$ cat config.mk
export PLATFORM = sky130hd
export DESIGN_NAME = read_response_router
export DESIGN_NICKNAME = d
export VERILOG_FILES = /design/src/rtl/read_response_router.sv
export SDC_FILE = /design/constraint.sdc
export NUM_CORES = 1
export LEC_CHECK = 0
export CAP_MARGIN = 20
export CORE_AREA = 2 2 93 95
export CTS_CLUSTER_DIAMETER = 40
export DETAILED_ROUTE_END_ITERATION = 12
export DIE_AREA = 0 0 95 97
export DONT_BUFFER_PORTS = 1
export GPL_TIMING_DRIVEN = 0
export PLACE_DENSITY = 0.69
export SYNTH_ARGS = -nofsm -noshare
export SYNTH_HDL_FRONTEND = slang
export SYNTH_SLANG_ARGS = --single-unit
$ cat constraint.sdc
create_clock -name clk -period 4.75 [get_ports clk]
set_input_delay 0.2375 -clock clk [delete_from_list [all_inputs] [get_ports clk]]
set_output_delay 0.2375 -clock clk [all_outputs]
set_load 0.005 [all_outputs]
$ cat src/rtl/read_response_router.sv
// read_response_router
//   Routes slave read-data channels back to a single master in the order the
//   address router accepted the bursts. Each accepted address pushes
//   {slave, len} into an in-order queue; the head entry selects which slave's
//   R channel is forwarded. A head whose slave index is out of range produces
//   len+1 locally generated DECERR beats.
//
//   Optional feature (macro RR_LAST_CHECK_EN): m_rlast is derived from the
//   beat counter instead of the slave, and protocol_err flags (sticky) any
//   accepted beat whose s_rlast disagrees with the beat count. Without the
//   macro m_rlast follows the slave and protocol_err is tied low.
//
// Ports
//   clk, reset            : clock, synchronous active-high reset
//   a_push/a_slave/a_len  : address handshake completed, its slave and len-1
//   a_ready               : queue not full; gate the address valid with it
//   s_rdata/s_rresp/s_rlast/s_rvalid/s_rready : per-slave R channels
//   m_rdata/m_rresp/m_rlast/m_rvalid/m_rready : master R channel
//   protocol_err          : sticky burst-length mismatch flag
module read_response_router #(
  parameter int num_slaves      = 5,
  parameter int max_outstanding = 4
) (
  input  logic                         clk,
  input  logic                         reset,
  input  logic                         a_push,
  input  logic [2:0]                   a_slave,
  input  logic [7:0]                   a_len,
  output logic                         a_ready,
  input  logic [num_slaves-1:0][31:0]  s_rdata,
  input  logic [num_slaves-1:0][1:0]   s_rresp,
  input  logic [num_slaves-1:0]        s_rlast,
  input  logic [num_slaves-1:0]        s_rvalid,
  output logic [num_slaves-1:0]        s_rready,
  output logic [31:0]                  m_rdata,
  output logic [1:0]                   m_rresp,
  output logic                         m_rlast,
  output logic                         m_rvalid,
  input  logic                         m_rready,
  output logic                         protocol_err
);

  localparam int PW = $clog2(max_outstanding);
  localparam int CW = PW + 1;
  localparam logic [CW-1:0] FULL = CW'(max_outstanding);
  localparam logic [3:0]    NS   = 4'(num_slaves);

  logic [2:0]    q_slave [max_outstanding];
  logic [7:0]    q_len   [max_outstanding];
  logic [PW-1:0] rd_ptr, wr_ptr;
  logic [CW-1:0] count;
  logic [7:0]    beat;

  logic [2:0]    head_slave;
  logic [7:0]    head_len;
  logic          not_empty, dec_err, last_cnt;
  logic          push, pop, beat_fire;

  logic [num_slaves-1:0] sel_hot;
  logic [31:0]           sel_rdata;
  logic [1:0]            sel_rresp;
  logic                  sel_rlast, sel_rvalid;

  assign head_slave = q_slave[rd_ptr];
  assign head_len   = q_len[rd_ptr];
  assign not_empty  = (count != '0);
  assign dec_err    = ({1'b0, head_slave} >= NS);
  assign last_cnt   = (beat == head_len);

  // Full means full: a pop in the same cycle does not open a slot.
  assign a_ready   = (count != FULL);
  assign push      = a_push && a_ready;
  assign beat_fire = m_rvalid && m_rready;
  assign pop       = beat_fire && m_rlast;

  // Mux the head slave's channel; comparing against each index keeps the
  // select in range for any num_slaves.
  always_comb begin
    sel_hot    = '0;
    sel_rdata  = '0;
    sel_rresp  = '0;
    sel_rlast  = 1'b0;
    sel_rvalid = 1'b0;
    for (int i = 0; i < num_slaves; i++) begin
      if (head_slave == 3'(i)) begin
        sel_hot[i] = 1'b1;
        sel_rdata  = s_rdata[i];
        sel_rresp  = s_rresp[i];
        sel_rlast  = s_rlast[i];
        sel_rvalid = s_rvalid[i];
      end
    end
  end

  always_comb begin
    m_rvalid = 1'b0;
    m_rdata  = '0;
    m_rresp  = '0;
    m_rlast  = 1'b0;
    s_rready = '0;
    if (not_empty) begin
      if (dec_err) begin
        m_rvalid = 1'b1;
        m_rresp  = 2'b11;
        m_rlast  = last_cnt;
      end else begin
        m_rvalid = sel_rvalid;
        m_rdata  = sel_rdata;
        m_rresp  = sel_rresp;
`ifdef RR_LAST_CHECK_EN
        m_rlast  = last_cnt;
`else
        m_rlast  = sel_rlast;
`endif
        s_rready = sel_hot & {num_slaves{m_rready}};
      end
    end
  end

  // Queue storage carries no reset; validity is tracked by count.
  always_ff @(posedge clk) begin
    if (push) begin
      q_slave[wr_ptr] <= a_slave;
      q_len[wr_ptr]   <= a_len;
    end
  end

  always_ff @(posedge clk) begin
    if (reset) begin
      rd_ptr <= '0;
      wr_ptr <= '0;
      count  <= '0;
      beat   <= '0;
    end else begin
      if (push) wr_ptr <= wr_ptr + PW'(1);
      if (pop)  rd_ptr <= rd_ptr + PW'(1);
      case ({push, pop})
        2'b10:   count <= count + CW'(1);
        2'b01:   count <= count - CW'(1);
        default: count <= count;
      endcase
      if (pop)            beat <= '0;
      else if (beat_fire) beat <= beat + 8'd1;
    end
  end

`ifdef RR_LAST_CHECK_EN
  always_ff @(posedge clk) begin
    if (reset)
      protocol_err <= 1'b0;
    else if (beat_fire && !dec_err && (sel_rlast != last_cnt))
      protocol_err <= 1'b1;
  end
`else
  assign protocol_err = 1'b0;
`endif

endmodule

Word level (Yosys, flattened, before mapping)

Memories as Yosys holds them, arrays and structs flattened. A register that Yosys moved wholly into a read port is not among the register bits.
Cells that the tools add are included.

Memories kept: 2
Flip-flop bits (word level): 15
Input port bits: 195
Logic and storage cells: 70
Bits in writable memories: 44

$lt $le $gt $ge: 1
Bitwise gates (word level): 1
Equality and inequality tests: 8
$add $sub $neg: 5
Multiplexer cells: 42
Reduce and logical (&&, ||, !) cells: 7

Memory list:

| name    | depth | width | read ports | clocked after memory_dff | wr ports | RTL line | RTL |
|---|---|---|---|---|---|---|---|
| q_len   | 4     | 8     | 1          | 1                        | 1        | 49       | `logic [7:0] q_len [max_outstanding];` |
| q_slave | 4     | 3     | 1          | 1                        | 1        | 48       | `logic [2:0] q_slave [max_outstanding];` |

Operators by type and width:

| kind                                                                | count |
|---|---|
| 32-bit 2-to-1 mux                                                   | 7 |
| 2-bit 2-to-1 mux                                                    | 11 |
| 1-bit 2-to-1 mux                                                    | 21 |
| 5-bit 2-to-1 mux                                                    | 2 |
| 8-bit by 1-bit adder with 8-bit output (second input constant)      | 1 |
| 8-bit == test                                                       | 1 |
| 3-bit by 2-bit == test with 1-bit output (second input constant)    | 2 |
| 3-bit case mux with 2 select lines                                  | 1 |
| 5-bit AND                                                           | 1 |
| 2-bit by 1-bit adder with 2-bit output (second input constant)      | 2 |
| 3-bit by 1-bit adder with 3-bit output (second input constant)      | 1 |
| 3-bit by 1-bit == test with 1-bit output (second input constant)    | 1 |
| 3-bit == test (second input constant)                               | 1 |
| 3-bit >= comparator (second input constant)                         | 1 |
| 1-bit logical AND                                                   | 3 |
| 3-bit logical NOT                                                   | 1 |
| 3-bit != test (second input constant)                               | 1 |
| 3-bit nonzero test                                                  | 1 |
| 3-bit by 1-bit subtractor with 3-bit output (second input constant) | 1 |
| 2-bit by 1-bit == test with 1-bit output (second input constant)    | 1 |
| 2-bit == test (second input constant)                               | 1 |
| 2-bit nonzero test                                                  | 1 |
| 2-bit OR reduction                                                  | 1 |

Longest topological paths before layout

Gate-level depths: netlist (run 1).

Word-level depth: 12
Gate-level depth with buffers: 14

Least setup slack after synthesis (run 1)

OpenSTA, ideal clock, no wires.

Path type: reg-to-reg
Start: reg (tool-made name)
End: reg count[2]
Stages on the path, launching flop included: 15
Period minus slack after synthesis: 3.455 ns
Data required time: 4.680 ns
Path slack: 1.295 ns
Arrival: 3.385 ns
Cells stage by stage: dfxtp_1 -> buf_2 -> clkbuf_1 -> mux4_2 -> xnor2_1 -> nand3_1 -> o31a_1 -> buf_2 -> nor3_1 -> ha_1 -> inv_1 -> fa_1 -> xor2_1 -> or3_1 -> a21oi_1

RTL lines:

| what                 | RTL line | RTL |
|---|---|---|
| end signal, assigned | 138      | `2'b10: count <= count + CW'(1);` |
| end signal, assigned | 139      | `2'b01: count <= count - CW'(1);` |
| end signal, assigned | 140      | `default: count <= count;` |
| end, declared        | 51       | `logic [CW-1:0] count;` |

==> results of run 1 <==
[cell usage after synthesis, types with 2 or more instances]
| cell | count | area, sq um |
|---|---|---|
| a21oi_1 | 12 | 60.06 |
| a221oi_1 | 20 | 175.2 |
| a22oi_1 | 12 | 90.09 |
| and2_1 | 2 | 12.51 |
| and3_1 | 5 | 31.28 |
| buf_1 | 3 | 11.26 |
| buf_2 | 7 | 35.03 |
| buf_4 | 3 | 22.52 |
| clkbuf_1 | 23 | 86.33 |
| dfxtp_1 | 17 | 340.3 |
| edfxtp_1 | 44 | 1321 |
| ha_1 | 6 | 75.07 |
| inv_1 | 8 | 30.03 |
| mux2_2 | 6 | 67.56 |
| mux2i_1 | 32 | 320.3 |
| mux4_2 | 21 | 473.0 |
| nand2_1 | 41 | 153.9 |
| nand3_1 | 11 | 55.05 |
| nor2_1 | 49 | 183.9 |
| nor2b_1 | 2 | 12.51 |
| nor3_1 | 28 | 140.1 |
| o211ai_1 | 2 | 15.01 |
| o21ai_0 | 26 | 130.1 |
| o2bb2ai_1 | 3 | 26.28 |
| or3_1 | 2 | 12.51 |
| xnor2_1 | 7 | 61.31 |
| xor2_1 | 8 | 70.07 |
[registers in the layout (all words and copies together) (netlist names), named ones only]
signal   cells
beat         8
count        3
q_len       32
q_slave     12
rd_ptr       2
wr_ptr       2
[metrics by stage]
step,power [mW],worst slack [ns],cells,hold WS [ns],cell area [sq um]
2_1_floorplan,0.9138,1.295,419,0.3364,4233
3_3_place_gp,0.9977,0.7700,524,0.3365,4364
3_5_place_dp,1.008,0.7217,524,0.3365,4364
4_1_cts,1.495,0.7219,550,0.2154,4678
5_1_grt,1.558,0.4690,550,0.2429,4678
6_report,1.486,0.7273,550,0.2295,4678
[final timing paths]
| path | startpoint | end | slack [ns] |
|---|---|---|---|
| setup / recovery | register | count[2] | 0.73 |
| hold / removal | a_push | wr_ptr[1] | 0.23 |
| setup reg to reg | register | count[2] | 0.73 |
| hold reg to reg | rd_ptr[0] | rd_ptr[0] | 0.53 |
[kinds of logic after synthesis]
kind of cell | after synthesis | share of synthesized area [%]
other | 1 | 0.08859
adder cells (fa/ha/maj) | 7 | 2.246
AND/OR/NAND/NOR | 148 | 16.23
AO/OA/AOI/OAI | 83 | 14.10
XOR/XNOR | 15 | 3.104
multiplexers | 59 | 20.34
buffers and inverters | 45 | 4.641
flip-flops | 61 | 39.26
[critical path, delay by kind of cell (launching register included)]
family | cells | cell delay, ns
and+or+nand+nor | 3 | 0.83
xor gates and xnor gates | 2 | 0.31
adders and majority gates | 2 | 0.66
muxes | 1 | 0.42
buffers and inverters | 4 | 1.03
DFF | 1 | 0.30
AOI/OAI and AO/OA | 2 | 0.40
[power by group through the flow]
stage | clock network, mW | registers [mW] | logic, mW
floorplan | 0 | 0.618 | 0.296
global placement | 0 | 0.621 | 0.377
detailed placement | 0 | 0.623 | 0.385
CTS | 0.487 | 0.611 | 0.397
global route | 0.506 | 0.613 | 0.439
finish | 0.477 | 0.611 | 0.397
[per-layer routing]
layer	track usage, %	part of all wire, %	vias to the layer above	routed length [um]
met5	0	0.051	-	7
met4	10.14	1.8	2	242
met3	9.969	11	24	1451
met2	48.17	49	180	6758
met1	36.06	38	1781	5216
li1	-	-	1620	-
[area by class of cell]
| class | count | area (sq um) | area share, % |
|---|---|---|---|
| clock buffers | 10 | 127.6 | 2.728 |
| multi-input cells | 313 | 2375 | 50.76 |
| plain buffers | 37 | 166.4 | 3.557 |
| inverters | 8 | 30.03 | 0.6419 |
| well taps | 105 | 131.4 | 2.808 |
| clock inverters | 5 | 76.32 | 1.631 |
| repair buffers | 11 | 110.1 | 2.354 |
| flip-flops and latches | 61 | 1662 | 35.52 |
[what timing repair did]
action,4_1_cts,5_1_grt
endpoints found under the hold margin,44,0
setup endpoints to repair,0,0
hold buffers,11,0
==> results.sh, run 1 <==
export IMPL_synth_warnings=0
export IMPL_grtUsageTotal_pct=29.43
export IMPL_critPathCaptureType="register"
export IMPL_switching_share_pct=29.87
export IMPL_synth_edff_count=44
export IMPL_grt_pass1_wl_um=19730
export IMPL_power_density_nw_per_um2=317.6
export IMPL_async_reset_ff_share_pct=0
export IMPL_start_kind="register"
export IMPL_maxSlewHeadroom_pct=43.70
export IMPL_outcome="completed"
export IMPL_drt_initial_drc_count=362
export IMPL_syn_nets=621
export IMPL_fillers=720
export IMPL_clkSlewWorstSetupHoldPaths_ns=0.07
export IMPL_synth_cells=419
export IMPL_cts_buffer_depth=2
export IMPL_core_sq_um=8134
export IMPL_p_leak_nw=1.583
export IMPL_layout_drive_gt1_share_pct=13.03
export IMPL_wl_per_cell_um=24.86
export IMPL_fin_nets=643
export IMPL_p_switching_uw=443.7
export IMPL_fin_crit_ns=4.023
export IMPL_fmax_mhz=248.6
export IMPL_final_common_cell="nor2_1"
export IMPL_dr_pass1_iters=5
export IMPL_overflow=0
export IMPL_p_int_mw=1.042
export IMPL_power_share_clock_pct=32.1
export IMPL_gp_congestion=0.9384
export IMPL_avgViaCountPerCell=6.558
export IMPL_drv_cap=0
export IMPL_drc=0
export IMPL_maxSlewViolCount=0
export IMPL_required_ns=5.02
export IMPL_htreeDepth=3
export IMPL_cts_setup_buffers=0
export IMPL_path_class="reg2reg"
export IMPL_cp_cell_sequence="buf_2, clkbuf_1, mux4_2, xnor2_1, nand4_1, o31a_1, buf_2, nor3_1, ha_1, inv_1, fa_1, xor2_1, or3_1, a21oi_1"
export IMPL_reg2reg_depth=14
export IMPL_vdd_drop_max_mv=0.3273
export IMPL_clk_latency_ns=0.34
export IMPL_finalHoldViolations=0
export IMPL_diodes=0
export IMPL_finClkSkew_ns=0.009969
export IMPL_worst_slew_pin_slew_ns=0.8431
export IMPL_grt_max_degree=12
export IMPL_layout_common_cells="nor2_1 (49), edfxtp_1 (44), nand2_1 (41)"
export IMPL_ys_seq_elements=61
export IMPL_synth_yosys_seq_area_share_pct=39.26
export IMPL_grt_pass1_vias=3464
export IMPL_io_pins=238
export IMPL_min_period_over_period_pct=84.69
export IMPL_start_util_pct=52.04
export IMPL_num_vias=3607
export IMPL_finalSetupViolations=0
export IMPL_die_h_um=97
export IMPL_dieArea_sq_um=9215
export IMPL_cp_max_fo=10
export IMPL_cts_sinks=61
export IMPL_rsz0062_at_grt="false"
export IMPL_portBuffers=0
export IMPL_placementRows=33
export IMPL_synth_ff_type="edfxtp_1"
export IMPL_synth_area_sq_um=4233
export IMPL_root_buffer="clkbuf_8"
export IMPL_drt_wl_total_um=13680
export IMPL_post_cts_resized=0
export IMPL_holdCritPathClass="in2reg"
export IMPL_setup_tns_final_ns=0
export IMPL_cp_arrival_ns=4.30
export IMPL_syn_area_per_cell_sq_um=10.10
export IMPL_critPathSlowestCell="clkbuf_1"
export IMPL_seqPwrFrac_pct=41.1
export IMPL_cp_common_cell="buf_2"
export IMPL_drtAntennaViolNets=0
export IMPL_final_util_pct=57.51
export IMPL_fp_dieW_um=95
export IMPL_cts_tree="yes"
export IMPL_dp_hpwl_um=11040
export IMPL_cts_buffers=9
export IMPL_grt_antenna_before_repair=2
export IMPL_critPathMaxStageDelay_ns=0.53
export IMPL_combPwrFrac_pct=26.7
export IMPL_synthToLayoutAreaGrowth_pct=10.52
export IMPL_synth_cell_type_count=46
export IMPL_whs_path_depth=3
Note: power is estimated with default switching activity, not from simulation.
==> run 2: changes to the inputs <==
==> constraint.sdc (replaced) <==
create_clock -name clk -period 3.85 [get_ports clk]
set_input_delay 0.1925 -clock clk [delete_from_list [all_inputs] [get_ports clk]]
set_output_delay 0.1925 -clock clk [all_outputs]
set_load 0.005 [all_outputs]
==> run 2 against run 1 <==
  * Die area stayed put
  * Count of clock-buffer cells in the layout stayed put
  * Worst setup slack worse by 0.52 ns
  * Global-route usage hardly changed
  * First-iteration DRC count is 26% lower
  * Via count is 0.83% higher
  * Power is 24% higher
  * Fmax is 10% higher
  * Sequential power is 23% higher
  * Worst hold slack worse by 0.046 ns
  * Clock power is 24% higher
==> results.sh, run 2 (same netlist as run 1, synthesis figures left out) <==
export IMPL_grtUsageTotal_pct=29.48
export IMPL_holdCritPathClass="in2reg"
export IMPL_synthToLayoutAreaGrowth_pct=11.06
export IMPL_dp_cells=524
export IMPL_clk_latency_ns=0.34
export IMPL_finClkSkew_ns=0.009637
export IMPL_required_ns=4.12
export IMPL_rsz0062_at_grt="false"
export IMPL_fin_crit_ns=3.641
export IMPL_largest_register_ffs=32
export IMPL_fin_nets=643
export IMPL_htreeDepth=3
export IMPL_root_buffer="clkbuf_8"
export IMPL_p_leak_nw=1.585
export IMPL_finalSetupViolations=0
export IMPL_crit_buf_inv=3
export IMPL_p_switching_uw=553.9
export IMPL_path_class="reg2reg"
export IMPL_drt_initial_drc_count=269
export IMPL_num_vias=3637
export IMPL_critPathSlowestCell="mux4_2"
export IMPL_min_period_over_period_pct=94.56
export IMPL_biggestRegsByFlops="q_len x32, q_slave x12, beat x8"
export IMPL_vdd_drop_max_mv=0.4133
export IMPL_start_kind="register"
export IMPL_critPathMaxStageDelay_ns=0.49
export IMPL_gp_congestion=0.9384
export IMPL_clkSlewWorstSetupHoldPaths_ns=0.07
export IMPL_placementRows=33
export IMPL_final_cell_area_sq_um=4701
export IMPL_p_int_mw=1.287
export IMPL_combPwrFrac_pct=26.9
export IMPL_portBuffers=0
export IMPL_largest_register="q_len"
export IMPL_placed_cell_area_sq_um=4364
export IMPL_io_pins=238
export IMPL_grt_pass1_wl_um=19760
export IMPL_cp_cell_sequence="buf_6, mux4_2, buf_4, nor2b_4, a221oi_4, nand2_4, nor3_2, ha_1, inv_1, fa_1, xor2_1, or3_1, a21oi_1"
export IMPL_fillers=716
export IMPL_outcome="completed"
export IMPL_maxSlewHeadroom_pct=40.76
export IMPL_holdWs_ns=0.1834
export IMPL_cp_arrival_ns=3.91
export IMPL_drc=0
export IMPL_wl_per_cell_um=24.93
export IMPL_grt_pass1_vias=3453
export IMPL_hp_start="a_push"
export IMPL_layout_common_cells="nor2_1 (48), edfxtp_1 (44), nand2_1 (41)"
export IMPL_power_density_nw_per_um2=391.7
export IMPL_switching_share_pct=30.08
export IMPL_avgViaCountPerCell=6.613
export IMPL_cp_max_fo=10
export IMPL_power_share_clock_pct=32.1
export IMPL_core_sq_um=8134
export IMPL_dp_hpwl_um=11040
export IMPL_p_total_mw=1.841
export IMPL_die_h_um=97
export IMPL_seqCellArea_sq_um=1662
export IMPL_overflow=0
export IMPL_start_util_pct=52.04
export IMPL_finalHoldViolations=0
export IMPL_dieArea_sq_um=9215
export IMPL_cts_sinks=61
export IMPL_fp_dieW_um=95
export IMPL_multi_input_area_sq_um=2394
export IMPL_dr_pass1_iters=5
export IMPL_cts_buffer_depth=2
export IMPL_setup_tns_final_ns=0
export IMPL_seqPwrFrac_pct=40.9
export IMPL_maxSlewViolCount=0
export IMPL_grt_antenna_before_repair=2
export IMPL_worst_slack_ns=0.2094
export IMPL_grt_max_degree=12
export IMPL_final_common_cell="nor2_1"
export IMPL_fmax_mhz=274.7
export IMPL_diodes=0
export IMPL_critPathCaptureType="register"
export IMPL_drtAntennaViolNets=0
export IMPL_worst_slew_pin_slew_ns=0.8872
export IMPL_layout_drive_gt1_share_pct=13.71
export IMPL_drv_cap=0
export IMPL_preCtsSetupSlack_ns=-0.1783
export IMPL_finalNonFillerCells=550
export IMPL_drt_wl_total_um=13710
export IMPL_final_util_pct=57.79
export IMPL_crit_family="simple AND/OR/NAND/NOR gates"
export IMPL_cts_buffers=9
export IMPL_cts_tree="yes"
-- run 2: layout make-up --
| cell class | instances | share of cell area [%] |
|---|---|---|
| sequential | 61 | 35.35 |
| clock inverter | 5 | 1.624 |
| timing repair buffer | 11 | 2.342 |
| multi-input combinational | 313 | 50.92 |
| clock buffer | 10 | 2.715 |
| buffer | 37 | 3.620 |
| inverter | 8 | 0.6388 |
| tap | 105 | 2.795 |
-- run 2: per-layer routing --
metal,up-vias,global-route usage [%],part of all wire (%)
li1,1622,-,-
met1,1792,36.72,39
met2,190,47.85,49
met3,31,9.657,10
met4,2,10.14,2.1
met5,-,0,0.051
-- run 2: worst reg2reg max path: stages (launching register included) --
cell and delay (ns):
dfxtp_1 0.32, buf_6 0.14, mux4_2 0.49, buf_4 0.20, nor2b_4 0.16, a221oi_4 0.45, nand2_4 0.16, nor3_2 0.35
ha_1 0.25, inv_1 0.06, fa_1 0.38, xor2_1 0.16, or3_1 0.30, a21oi_1 0.14
-- run 2: final timing paths --
check                   end  cells past startpoint  slack, ns
setup reg to reg   count[2]                     13       0.21
setup / recovery   count[2]                     13       0.21
hold / removal    wr_ptr[1]                      3       0.18
hold reg to reg     beat[1]                      2       0.53
-- run 2: power groups by stage --
stage | clock network, mW | registers [mW] | logic, mW
final | 0.592 | 0.754 | 0.496
after detailed placement | 0 | 0.768 | 0.475
after CTS | 0.601 | 0.754 | 0.490
after floorplan | 0 | 0.763 | 0.365
after global routing | 0.624 | 0.756 | 0.547
after global placement | 0 | 0.766 | 0.465
-- run 2: repair_timing --
action	in CTS	in global routing
gates resized for setup	2	3
endpoints found under the setup margin	1	1
setup buffers	0	0
endpoints found under the hold margin	44	0
hold buffers	11	0
